--- config.mk ---
export PLATFORM = sky130hd
export DESIGN_NAME = noise_gate
export DESIGN_NICKNAME = d
export VERILOG_FILES = /design/src/rtl/noise_gate.sv
export SDC_FILE = /design/constraint.sdc
export NUM_CORES = 2
export LEC_CHECK = 0
export BUFFER_PORTS_ARGS = -buffer_cell sky130_fd_sc_hd__clkbuf_2
export CORE_UTILIZATION = 65
export DETAILED_ROUTE_END_ITERATION = 12
export PLACE_DENSITY = 0.82
export SYNTH_ARGS = -nofsm -noshare
export SYNTH_HDL_FRONTEND = slang
export SYNTH_SLANG_ARGS = --single-unit
--- constraint.sdc ---
create_clock -name CLOCK_50 -period 7.95 [get_ports CLOCK_50]
set_clock_uncertainty 0.05 [all_clocks]
set_input_delay 1.1925 -clock CLOCK_50 [delete_from_list [all_inputs] [get_ports CLOCK_50]]
set_output_delay 1.1925 -clock CLOCK_50 [all_outputs]
set_load 0.005 [all_outputs]
--- src/rtl/noise_gate.sv ---
// noise_gate: stereo downward expander on the 32-bit signed sample path.
//
// A peak envelope follower drives a five-state gate (CLOSED, ATTACK, OPEN,
// HOLD, RELEASE). The gate produces a 0..256 gain that scales both channels.
// Everything runs in a three-stage pipeline:
//   S1: capture the samples and update the envelope.
//   S2: FSM step and gain update from the envelope register.
//   S3: registered output = (sample * gain) >>> 8.
//
// Handshake: in_valid and out_valid are one-cycle strobes with no
// backpressure. A sample presented with in_valid at edge N appears with
// out_valid in the cycle after edge N+2. Back-to-back samples are accepted.
//
// Ports:
//   CLOCK_50   in   system clock
//   resetn     in   asynchronous active-low reset
//   enable     in   1 = gate active, 0 = bypass (unity gain, FSM parked in OPEN)
//   in_valid   in   strobe qualifying in_L / in_R
//   in_L/in_R  in   signed 32-bit samples
//   out_valid  out  strobe qualifying out_L / out_R
//   out_L/R    out  signed 32-bit gated samples
//   gate_open  out  registered; high while the FSM is in ATTACK, OPEN or HOLD
module noise_gate #(
    parameter logic [31:0] OPEN_THRESH  = 32'd4000000,
    parameter logic [31:0] CLOSE_THRESH = 32'd2000000,
    parameter int          HOLD_SAMPLES = 2400,
    parameter int          ATTACK_STEP  = 32,
    parameter int          RELEASE_STEP = 2,
    parameter int          DECAY_SHIFT  = 10
) (
    input  logic               CLOCK_50,
    input  logic               resetn,
    input  logic               enable,
    input  logic               in_valid,
    input  logic signed [31:0] in_L,
    input  logic signed [31:0] in_R,
    output logic               out_valid,
    output logic signed [31:0] out_L,
    output logic signed [31:0] out_R,
    output logic               gate_open
);

    localparam int         HW       = (HOLD_SAMPLES > 1) ? $clog2(HOLD_SAMPLES) : 1;
    localparam logic [8:0] GAIN_MAX = 9'd256;

    typedef enum logic [2:0] {
        ST_CLOSED, ST_ATTACK, ST_OPEN, ST_HOLD, ST_RELEASE
    } state_t;

    // Magnitude as an unsigned 31-bit value; -2^31 has no positive twin, so it saturates.
    function automatic logic [30:0] mag31(input logic signed [31:0] x);
        logic [31:0] neg;
        neg = -x;
        if (x[31] && (x[30:0] == 31'd0)) return 31'h7fff_ffff;
        else if (x[31])                  return neg[30:0];
        else                             return x[30:0];
    endfunction

    // ---------------- S1: sample capture and envelope ----------------
    logic               s1_valid;
    logic signed [31:0] s1_L, s1_R;
    logic [30:0]        env;
    logic [30:0]        mag_l, mag_r, abs_max, env_decay, env_next;

    always_comb begin
        mag_l     = mag31(in_L);
        mag_r     = mag31(in_R);
        abs_max   = (mag_l > mag_r) ? mag_l : mag_r;
        env_decay = env - (env >> DECAY_SHIFT);
        env_next  = (abs_max > env_decay) ? abs_max : env_decay;
    end

    always_ff @(posedge CLOCK_50 or negedge resetn) begin
        if (!resetn) begin
            s1_valid <= 1'b0;
            s1_L     <= '0;
            s1_R     <= '0;
            env      <= '0;
        end else begin
            s1_valid <= in_valid;
            if (in_valid) begin
                s1_L <= in_L;
                s1_R <= in_R;
                env  <= env_next;
            end
        end
    end

    // ---------------- S2: gate FSM and gain ----------------
    state_t             state, state_nx;
    logic [8:0]         gain, gain_nx;
    logic [HW-1:0]      hold_cnt, hold_nx;
    logic               gate_nx;
    logic               s2_valid;
    logic signed [31:0] s2_L, s2_R;
    logic [9:0]         gain_up;
    logic [8:0]         gain_up_sat, gain_dn_sat;
    logic               env_ge_open, env_lt_close;

    always_comb begin
        state_nx     = state;
        gain_nx      = gain;
        hold_nx      = hold_cnt;
        gain_up      = {1'b0, gain} + 10'(ATTACK_STEP);
        gain_up_sat  = (gain_up >= {1'b0, GAIN_MAX}) ? GAIN_MAX : gain_up[8:0];
        gain_dn_sat  = (gain <= 9'(RELEASE_STEP)) ? 9'd0 : gain - 9'(RELEASE_STEP);
        env_ge_open  = {1'b0, env} >= OPEN_THRESH;
        env_lt_close = {1'b0, env} < CLOSE_THRESH;

        if (s1_valid) begin
            if (!enable) begin
                // Park in OPEN at unity so re-enabling produces no gain step.
                state_nx = ST_OPEN;
                gain_nx  = GAIN_MAX;
                hold_nx  = '0;
            end else begin
                case (state)
                    ST_CLOSED: begin
                        gain_nx = 9'd0;
                        if (env_ge_open) begin
                            state_nx = ST_ATTACK;
                            gain_nx  = gain_up_sat;
                        end
                    end
                    ST_ATTACK: begin
                        gain_nx = gain_up_sat;
                        if (gain_up_sat == GAIN_MAX) state_nx = ST_OPEN;
                    end
                    ST_OPEN: begin
                        gain_nx = GAIN_MAX;
                        if (env_lt_close) begin
                            state_nx = ST_HOLD;
                            hold_nx  = HW'(HOLD_SAMPLES - 1);
                        end
                    end
                    ST_HOLD: begin
                        gain_nx = GAIN_MAX;
                        // Reopen takes priority over hold expiry.
                        if (env_ge_open)           state_nx = ST_OPEN;
                        else if (hold_cnt == '0)   state_nx = ST_RELEASE;
                        else                       hold_nx  = hold_cnt - 1'b1;
                    end
                    ST_RELEASE: begin
                        // On reopen the ramp restarts from the current gain next sample.
                        if (env_ge_open) begin
                            state_nx = ST_ATTACK;
                        end else begin
                            gain_nx = gain_dn_sat;
                            if (gain_dn_sat == 9'd0) state_nx = ST_CLOSED;
                        end
                    end
                    default: begin
                        state_nx = ST_CLOSED;
                        gain_nx  = 9'd0;
                        hold_nx  = '0;
                    end
                endcase
            end
        end

        gate_nx = (state_nx == ST_ATTACK) || (state_nx == ST_OPEN) || (state_nx == ST_HOLD);
    end

    always_ff @(posedge CLOCK_50 or negedge resetn) begin
        if (!resetn) begin
            state     <= ST_CLOSED;
            gain      <= 9'd0;
            hold_cnt  <= '0;
            gate_open <= 1'b0;
            s2_valid  <= 1'b0;
            s2_L      <= '0;
            s2_R      <= '0;
        end else begin
            state     <= state_nx;
            gain      <= gain_nx;
            hold_cnt  <= hold_nx;
            gate_open <= gate_nx;
            s2_valid  <= s1_valid;
            if (s1_valid) begin
                s2_L <= s1_L;
                s2_R <= s1_R;
            end
        end
    end

    // ---------------- S3: apply gain ----------------
    // 41-bit signed product; gain <= 256 keeps bits [39:8] free of overflow.
    logic [8:0]         gain_eff;
    logic signed [40:0] a_l, a_r, g_ext, prod_l, prod_r;

    always_comb begin
        gain_eff = enable ? gain : GAIN_MAX;
        a_l      = {{9{s2_L[31]}}, s2_L};
        a_r      = {{9{s2_R[31]}}, s2_R};
        g_ext    = {32'd0, gain_eff};
        prod_l   = a_l * g_ext;
        prod_r   = a_r * g_ext;
    end

    always_ff @(posedge CLOCK_50 or negedge resetn) begin
        if (!resetn) begin
            out_valid <= 1'b0;
            out_L     <= '0;
            out_R     <= '0;
        end else begin
            out_valid <= s2_valid;
            if (s2_valid) begin
                out_L <= prod_l[39:8];
                out_R <= prod_r[39:8];
            end
        end
    end

endmodule

==> impl_results.md <==
* Outcome: finished clean
* Max rail drop VDD at 327 uV
* Endpoints failing setup at 0
* First-pass GRT wire length at 145,000 um
* Die X at 232 um
* Primary FF master, synth: sky130_fd_sc_hd__dfrtp_1
* Cell at the slowest stage of the critical path: sky130_fd_sc_hd__fa_1
* Post-Syn Area per Cell at 9.25 um^2
* Die height at 232 um
* Critical path cell sequence: buf_6 > buf_12 > and2_2 > nand2_1 > fa_1 > inv_1 > fa_1 > inv_1 > fa_1 > inv_1 > fa_1 > fa_1 > ha_1 > a21o_1 > a21oi_1 > o31a_1 > o31ai_1 > o31ai_1 > o21ai_1 > a221oi_1 > nor4b_1 > or3_1
* Crit path launch type: input port
* CTS Sinks at 251
* Buffer type at the clock tree root: sky130_fd_sc_hd__clkbuf_16
* Synthesis-stage register bit count at 251
* Number of rows in the core area at 83
* Class of the most critical hold timing path: reg -> reg
* Number of cell instances on the worst register-to-register path at 21
* Worst Path Required at 8.36 ns
* Post-detailed-route DRC marker count at 0
* Setup repair after global routing missed its margin: false
* Transition time at the pin with the least slew margin at 0.945 ns
* Count of buffers inserted at the top-level ports at 133
* Top-level I/O count at 134
* Sequential share of the synthesized area at 18.3%
* Peak fanout along the critical path at 100
* Routability cong. at 0.989
* Maximum single-stage delay on the critical path at 0.53 ns
* Post-synth EDFFs at 0
* Final Cell Area at 36,500 um^2
* Number of distinct library cells after synthesis at 91
* Pin count of the biggest net entering global routing at 143
* Post-Place Cell Area at 35,500 um^2
* ANT nets after route at 0
* CTS buffer count at 29
* Routed wire length at 88,700 um
* Antenna diodes at 0
* Initial detailed-routing violation count at 2,360
* Buffers and inverters on the worst path at 5
* Cell depth of the worst setup path at 22
* Total congestion overflow at 0
* Reported leakage power at 19.5 nW
* Combined area of all synthesized cells at 34,400 um^2
* Total via count in the routed design at 26,900
* Clock Latency Late Sink at 0.59 ns
* Pre-antenna DRT Iters at 6
* Slew Limit Headroom at 37.0%
* CTS clock-pin slew for the worst setup and hold paths at 0.06 ns
* Pwr Density at 179 nW/um^2
* Post-synthesis instance total at 3,715
* Proportion of layout cells with a drive suffix above 1 at 12.7%
* Final Hold Vio Count at 0
* Global-route usage over all layers at 34.0%
* Drt wl/cell at 20.2 um
* Yosys Warn Count at 0
* Post-DP HPWL at 68,500 um
* Post-Route Hold Slack at 0.444 ns
* Maximum level of the CTS H-tree at 1
* Count of cells resized by post-cts repair at 0
* Max Transition Viols Final at 0
* Number of buffers added for setup after CTS at 0
* Final total negative setup slack at 0 ns
* Crit Path Class: in -> reg
* Via count of the first global-routing pass at 27,100
* Die footprint at 53,800 um^2
* Worst Setup End Kind: flip-flop
* Routed vias/inst at 6.12
* Number of buffers between clock root and the deepest sink at 3
* Final net count at 4,472
* Min Tclk post-route at 7.26 ns
* Gate family responsible for the most delay along the worst path: adder cells
* Area growth, synth to finish at 6.21%
* Most used cell along the critical path: sky130_fd_sc_hd__fa_1
* Hold Path Cell Cnt at 2
* Initial core utilization at 66.4%
* Fmax at 0.138 GHz
* Hold buffers post-CTS at 0
* Share of synthesized flip-flops with an asynchronous set or reset at 100%
* MaxCap Viol Count at 0
* Arrival time at the worst endpoint at 7.67 ns
* Synthesized net count at 4,490
* Antenna violations before repair at 3
* Clock tree from TritonCTS: yes
* Floorplan core area at 51,700 um^2
* Share of the cycle needed by the critical path after routing at 91.3%
-- cell usage in the layout, fill, tap and decap left out, drive strengths merged, types with 81 or more instances in the layout --
| master | instances |
|---|---|
| a21oi | 114 |
| and2 | 85 |
| and3 | 341 |
| clkbuf | 166 |
| dfrtp | 251 |
| fa | 453 |
| ha | 254 |
| inv | 572 |
| mux2 | 201 |
| nand2 | 339 |
| nor2 | 104 |
| o21ai | 95 |
| xor2 | 81 |
-- final timing paths --
path,from,to,slack [ns]
setup reg to reg,gain[2],out_R[27],0.86
setup / recovery,enable,out_R[27],0.69
hold / removal,env[2],env[2],0.44
max in group asynchronous,resetn,out_R[13],6.03
hold reg to reg,env[2],env[2],0.44
min in group asynchronous,resetn,env[3],0.54
-- area by class of cell --
cell class	count	area, um^2
Timing Repair Buffer	177	1100
Clock buffer	36	802
Clock inverter	18	215
Multi-Input combinational cell	2669	25100
Sequential cell	251	6290
Tap cell	680	851
Fill cell	3936	15200
Inverter	569	2140
-- kinds of logic (layout without fill, tap and decap cells) --
group / Yosys count / count (layout) / share of synthesized area (%)
AOI/OAI and AO/OA: 483 / 483 / 9.33
xor gates and xnor gates: 147 / 147 / 3.75
adders and majority gates: 707 / 707 / 35.6
buffers and inverters: 795 / 800 / 8.73
DFF: 251 / 251 / 18.3
muxes: 208 / 208 / 6.81
and+or+nand+nor: 1124 / 1124 / 17.4
-- worst reg2reg max path, cell delays in order, from the launching register on --
cell                       delay (ns)
sky130_fd_sc_hd__dfrtp_1         0.60
sky130_fd_sc_hd__inv_1           0.22
sky130_fd_sc_hd__nor2_4          0.45
sky130_fd_sc_hd__nand2_1         0.16
sky130_fd_sc_hd__fa_1            0.52
sky130_fd_sc_hd__inv_1           0.05
sky130_fd_sc_hd__fa_1            0.49
sky130_fd_sc_hd__inv_1           0.05
sky130_fd_sc_hd__fa_1            0.53
sky130_fd_sc_hd__inv_1           0.05
sky130_fd_sc_hd__fa_1            0.49
sky130_fd_sc_hd__fa_1            0.41
sky130_fd_sc_hd__ha_1            0.35
sky130_fd_sc_hd__a21o_1          0.18
sky130_fd_sc_hd__a21oi_1         0.39
sky130_fd_sc_hd__o31a_1          0.21
sky130_fd_sc_hd__o31ai_1         0.08
sky130_fd_sc_hd__o31ai_1         0.48
sky130_fd_sc_hd__o21ai_1         0.25
sky130_fd_sc_hd__a221oi_1        0.47
sky130_fd_sc_hd__nor4b_1         0.10
sky130_fd_sc_hd__or3_1           0.40
-- synthesized netlist by cell type, drive strengths merged, types with 10 or more instances --
master / n / area [um^2]
a21oi: 114 / 574
o21bai: 10 / 75.1
and2: 85 / 534
nor2: 104 / 390
clkbuf: 155 / 583
and3: 341 / 2130
o31ai: 27 / 208
nand2b: 22 / 138
o21a: 21 / 158
nor3: 26 / 135
nor4: 16 / 149
or3: 14 / 92.6
xnor2: 66 / 578
nand3: 61 / 305
xor2: 81 / 709
o41ai: 10 / 95.1
nand2: 339 / 1270
fa: 453 / 9070
buf: 71 / 280
a31oi: 35 / 219
or2: 11 / 68.8
ha: 254 / 3180
inv: 569 / 2140
nor2b: 26 / 163
a21o: 63 / 473
o31a: 13 / 114
nand4: 35 / 225
a211oi: 12 / 90.1
dfrtp: 251 / 6280
o21ai: 95 / 475
o211ai: 23 / 173
mux2: 201 / 2270
or4: 11 / 86.3
-- power breakdown --
part	total (mW)	internal (mW)	switching, mW
logic	3.23	1.44	1.79
clock network	1.43	0.848	0.585
registers	1.87	1.51	0.353
-- registers in the layout, indices dropped and copies added, names as in the netlist --
register,flops
s1_R,32
s2_L,32
state,3
gain,9
hold_cnt,12
env,31
out_L,32
s2_R,32
out_valid,1
out_R,32
gate_open,1
s1_valid,1
s2_valid,1
s1_L,32
-- per-layer routing --
metal,vias up,wire length [um],GRT usage (%)
met5,-,47,0
met4,6,3520,13.0
met3,222,8340,6.58
met2,1248,39600,52.0
met1,13200,37200,47.8
li1,12200,-,-
-- stage by stage --
step                      utilization [%]  cells  setup slack, ns  power, mW
after floorplan                         -   3715            0.657       4.12
after global placement               68.6   4346            0.287       4.96
after detailed placement             68.6   4346            0.218       5.04
after CTS                            70.6   4400            0.831       6.50
after global routing                 70.6   4400            0.282       7.01
final                                70.6   4400            0.693       6.53
(Power assumes the default switching activity.)
